## config.mk

```make
export PLATFORM = sky130hd
export DESIGN_NAME = booth_r4_mult
export DESIGN_NICKNAME = d
export VERILOG_FILES = /design/src/rtl/booth_r4_mult.sv
export SDC_FILE = /design/constraint.sdc
export NUM_CORES = 1
export LEC_CHECK = 0
export CORE_AREA = 3 3 95 97
export CTS_CLUSTER_DIAMETER = 30
export DETAILED_ROUTE_END_ITERATION = 8
export DIE_AREA = 0 0 98 100
export GPL_TIMING_DRIVEN = 0
export HOLD_SLACK_MARGIN = 0.02
export PLACE_DENSITY_LB_ADDON = 0.05
export SETUP_SLACK_MARGIN = 0.4
export SLEW_MARGIN = 15
export SYNTH_ARGS = -nofsm -noshare
export SYNTH_HDL_FRONTEND = slang
export SYNTH_SLANG_ARGS = --single-unit
```

## constraint.sdc

```tcl
create_clock -name clk -period 2.82 [get_ports clk]
set_input_delay 0.564 -clock clk [delete_from_list [all_inputs] [get_ports clk]]
set_output_delay 0.564 -clock clk [all_outputs]
set_load 0.05 [all_outputs]
```

## src/rtl/booth_r4_mult.sv

```systemverilog
// Sequential radix-4 Booth multiplier, signed or unsigned per operation, STEPS = E/2 cycles.
// start is taken only in IDLE; abort cancels a CALC without touching product.
module booth_r4_mult #(
  parameter int N = 8
) (
  input  logic           clk,
  input  logic           clr,
  input  logic           start,
  input  logic           tc,
  input  logic           abort,
  input  logic [N-1:0]   a,
  input  logic [N-1:0]   b,
  output logic           ready,
  output logic           busy,
  output logic           done,
  output logic [2*N-1:0] product
);

  localparam int E     = (N % 2 == 1) ? N + 1 : N + 2;
  localparam int STEPS = E / 2;
  localparam int CW    = $clog2(STEPS + 1);
  localparam int PW    = 2 * N;

  typedef enum logic [1:0] {IDLE, CALC, DONE} state_t;

  state_t        state;
  state_t        state_nxt;
  logic [E-1:0]  a_q;
  logic [E-1:0]  b_q;
  logic          hist;
  logic [E+1:0]  acc;
  logic [CW-1:0] cnt;

  logic [E+1:0]  a_x1;
  logic [E+1:0]  a_x2;
  logic [E+1:0]  mult;
  logic [E+1:0]  sum;
  logic [E+1:0]  acc_nxt;
  logic [E-1:0]  b_nxt;
  logic [E-1:0]  a_ld;
  logic [E-1:0]  b_ld;
  logic [PW-1:0] res;
  logic          last;

  // Two guard bits on the accumulator keep +/-2A from overflowing.
  assign a_x1 = {{2{a_q[E-1]}}, a_q};
  assign a_x2 = {a_q[E-1], a_q, 1'b0};

  always_comb begin
    mult = '0;
    case ({b_q[1:0], hist})
      3'b001, 3'b010: mult = a_x1;
      3'b011:         mult = a_x2;
      3'b100:         mult = -a_x2;
      3'b101, 3'b110: mult = -a_x1;
      default:        mult = '0;
    endcase
  end

  assign sum     = acc + mult;
  assign acc_nxt = {{2{sum[E+1]}}, sum[E+1:2]};
  assign b_nxt   = {sum[1:0], b_q[E-1:2]};
  assign res     = PW'({acc_nxt[E-1:0], b_nxt});
  assign last    = (cnt == CW'(1));

  assign a_ld = tc ? {{(E-N){a[N-1]}}, a} : {{(E-N){1'b0}}, a};
  assign b_ld = tc ? {{(E-N){b[N-1]}}, b} : {{(E-N){1'b0}}, b};

  always_ff @(posedge clk or posedge clr) begin
    if (clr) state <= IDLE;
    else     state <= state_nxt;
  end

  always_comb begin
    state_nxt = state;
    case (state)
      IDLE: if (start) state_nxt = CALC;
      CALC: begin
        if (abort)     state_nxt = IDLE;
        else if (last) state_nxt = DONE;
      end
      DONE:    state_nxt = IDLE;
      default: state_nxt = IDLE;
    endcase
  end

  assign ready = (state == IDLE);
  assign busy  = (state == CALC);
  assign done  = (state == DONE);

  always_ff @(posedge clk or posedge clr) begin
    if (clr) begin
      a_q     <= '0;
      b_q     <= '0;
      hist    <= 1'b0;
      acc     <= '0;
      cnt     <= '0;
      product <= '0;
    end else begin
      case (state)
        IDLE: begin
          if (start) begin
            a_q  <= a_ld;
            b_q  <= b_ld;
            hist <= 1'b0;
            acc  <= '0;
            cnt  <= CW'(STEPS);
          end
        end
        CALC: begin
          if (!abort) begin
            acc  <= acc_nxt;
            b_q  <= b_nxt;
            hist <= b_q[1];
            cnt  <= cnt - CW'(1);
            if (last) product <= res;
          end
        end
        default: ;
      endcase
    end
  end

endmodule

```

==> run_results.csv <==
group,metric,value,unit
final_layout,antenna_cells,0,
critical_path,required,3.03,ns
synthesis,synth-edff-count,0,
critical_path,crit_fanout,3,
placement,hpwl,5.88,mm
drt,vias,2754,
critical_path,cp_slowest_cell,"dfrtp_1",
die,die_w,98,um
hold_path,min_path_type,"flop to flop",
drt,ant_nets,0,
final_layout,fillers,755,
clock_network,cts.sinks,51,
timing,finalCritPeriodShare,111,%
synthesis,yosysWarningCount,0,
timing,finalWorstSetupSlack,-0.322,ns
die,rows,33,
die,fp.dieH,100,um
timing,setup_violations,5,
drt,wire_per_inst,15.8,um
critical_path,ff2ff_path_depth,16,
placement,place_congestion,0.866,
synthesis,yosysTopAreaCell,"dfrtp_1",
timing,slew_headroom,63.7,%
final_layout,finalNonFillerCells,525,
status,violations,"setup timing",
hold_path,hold_end,"product[1]",
critical_path,r2r-start,"a_q[0]",
timing,fmax,318,MHz
synthesis,ys.flop_type,"dfrtp_1",
clock_network,clk_latency,0.32,ns
synthesis,synthCells,352,
critical_path,path_class,"flop to flop",
drt,drtIter0Drc,107,
synthesis,synth_cell_type_count,47,
hold_path,min_path_cells,2,
clock_network,cts-buffers-inserted,5,
final_layout,drive_gt1_share,25.7,%
clock_network,cts_tree,"yes",
critical_path,end_kind,"flop",
timing,fin_skew,0.00964,ns
flow_run,max_cap_violations,0,
synthesis,synthesis.nets,388,
global_routing,grt_overflow,0,
critical_path,max_stage_delay,0.42,ns
critical_path,crit_buf_inv,1,
die,fp.coreArea,8220,um2
timing,hold_viol_final,0,
synthesis,yosys.area.top_type_share,40.9,%
global_routing,grt_pass1_wl,14.1,mm
global_routing,antenna_found_initial,0,
placement,place_inst,497,
timing,worst-slew-pin-transition,0.545,ns
hold_path,hold_start,"product[1]",
global_routing,track_usage,17.8,%
timing,whs,0.486,ns
critical_path,r2r_setup_slack,-0.32,ns
synthesis,avgSynthCellArea,8.86,um2
drt,drt-pass1-iter-count,6,
drt,drcViolationCount,0,
die,die_area,9800,um2
die,start_util,37.9,%
synthesis,synth_area_leaders,"dfrtp_1 (41%), nand2_1 (9.4%), ha_1 (5.6%), mux2_2 (4.7%), a21oi_1 (3.9%)",
synthesis,synth_commonest_cells,"nand2_1 (78), dfrtp_1 (51), nor2_1 (26)",
timing,final-max-slew-violation-count,0,
timing,grt_setup_unrepaired,"yes",
drt,avgViaCountPerCell,5.25,
placement,portBuffers,39,
clock_network,htree_levels,2,
global_routing,grt_max_degree,35,
critical_path,worstPathArrival,3.35,ns
critical_path,crit_path_start,"a_q[0]",
final_layout,fin_nets,455,
timing,post-route-min-period,3.14,ns
drt,routed_wl,8.28,mm
status,outcome,"finished with violations",
critical_path,path_cells,"buf_4 > nor3_4 > nand2_2 > nor3_4 > xnor2_2 > a211oi_2 > a21oi_1 > a21o_1 > ha_4 > nand2_2 > a21oi_2 > o41ai_4 > a31oi_1 > xnor2_1 > and3_1 > a211o_1",
clock_network,clk_pin_slew_worst_paths,0.10,ns
critical_path,r2r_end,"acc[10]",
synthesis,ys_ff_latch,51,
clock_network,cts-root-buf,"clkbuf_8",
synthesis,async_flop_share,100,%
synthesis,synthMostInstantiatedCell,"nand2_1",
final_layout,area_delta_synth_final,37.5,%
global_routing,grt_pass1_vias,2849,
synthesis,ys_seq_area_share,40.9,%
critical_path,startpoint_type,"flop",
die,ios,40,
clock_network,clock_path_buffers,2,
synthesis,synth_area,3120,um2
critical_path,cp_top_family,"compound AO/OA/AOI/OAI gates",
## worst reg2reg max path, stage by stage, from the launching register on
cell	delay (ns)
dfrtp_1	0.42
buf_4	0.15
nor3_4	0.23
nand2_2	0.12
nor3_4	0.22
xnor2_2	0.10
a211oi_2	0.20
a21oi_1	0.06
a21o_1	0.20
ha_4	0.28
nand2_2	0.06
a21oi_2	0.15
o41ai_4	0.11
a31oi_1	0.21
xnor2_1	0.11
and3_1	0.15
a211o_1	0.26
## cell type report
cell class / instances / area, um2 / share of cell area [%]
Buffer: 20 / 109 / 2.54
Clock buffer: 5 / 68.8 / 1.61
Clock inverter: 3 / 46.3 / 1.08
Inverter: 11 / 41.3 / 0.963
Multi-Input combinational cell: 270 / 2040 / 47.6
Sequential cell: 51 / 1280 / 29.8
Tap cell: 105 / 131 / 3.06
Timing Repair Buffer: 60 / 573 / 13.4
## state kept, by name, indices dropped and copies added, names as in the netlist
register and count:
state 2, acc 10, product 16, hist 1, cnt 3, a_q 9, b_q 10
## metal layers
metal | vias up | wire (um) | global-route usage [%]
li1 | 1352 | - | -
met1 | 1331 | 4050 | 24.3
met2 | 59 | 3770 | 28.7
met3 | 12 | 311 | 3.06
met4 | 0 | 154 | 5.86
met5 | - | 0 | 0
## cells in the final DEF (no fill, tap or decap), types with 3 or more instances in the layout
cell / synthesis / final
a21o_1: 5 / 5
a21oi_1: 24 / 19
a21oi_2: 0 / 3
a22o_1: 5 / 5
a31oi_1: 13 / 12
buf_2: 6 / 6
buf_4: 0 / 18
buf_6: 1 / 4
clkbuf_1: 12 / 9
clkbuf_8: 0 / 6
clkdlybuf4s50_1: 0 / 38
dfrtp_1: 51 / 50
ha_1: 14 / 7
ha_4: 0 / 5
inv_1: 10 / 6
inv_2: 1 / 5
mux2_2: 13 / 13
mux2i_1: 5 / 5
nand2_1: 78 / 75
nand2_2: 0 / 3
nand2b_1: 5 / 4
nand3_1: 3 / 3
nor2_1: 26 / 26
nor2b_1: 3 / 3
nor3_1: 4 / 3
o21ai_0: 18 / 13
o21ai_1: 1 / 4
o22ai_1: 4 / 3
xnor2_1: 12 / 6
xnor2_2: 0 / 5
xor2_1: 6 / 3
xor2_2: 0 / 3
## worst max path at each step
stage,to,cells after the start
global placement,acc[10],16
CTS,acc[10],17
global route,acc[10],16
detailed placement,acc[10],17
floorplan,acc[10],17
finish,acc[10],16
## metrics by stage
stage	setup TNS, ns	utilization [%]	setup slack, ns	area (um2)
after detailed placement	-2.74	45.3	-0.604	3720
after CTS	-0.855	51.2	-0.330	4200
after global placement	-7.27	45.0	-0.576	3700
after global routing	-2.23	52.2	-0.529	4290
final	-0.783	52.2	-0.322	4290
after floorplan	-0.185	-	-0.185	3180
## timing repair
action                     in CTS  in global routing
resized for setup              53                 10
setup endpoints to repair      16                 14
hold buffers                    0                  0
buffers inserted               16                  4
cloned                          0                  0
pin swaps                      27                 16
## cells by family after synthesis
| family | Yosys count | share of synthesized area [%] |
|---|---|---|
| and+or+nand+nor | 129 | 18.3 |
| adders and majority gates | 15 | 6.26 |
| AOI/OAI and AO/OA | 90 | 18.9 |
| buffers and inverters | 31 | 4.21 |
| DFF | 51 | 40.9 |
| muxes | 18 | 6.30 |
| xor gates and xnor gates | 18 | 5.06 |
Power is left out: the tool's default activity adds up to more than one toggle a clock period on the data nets, which glitch-free logic cannot reach.
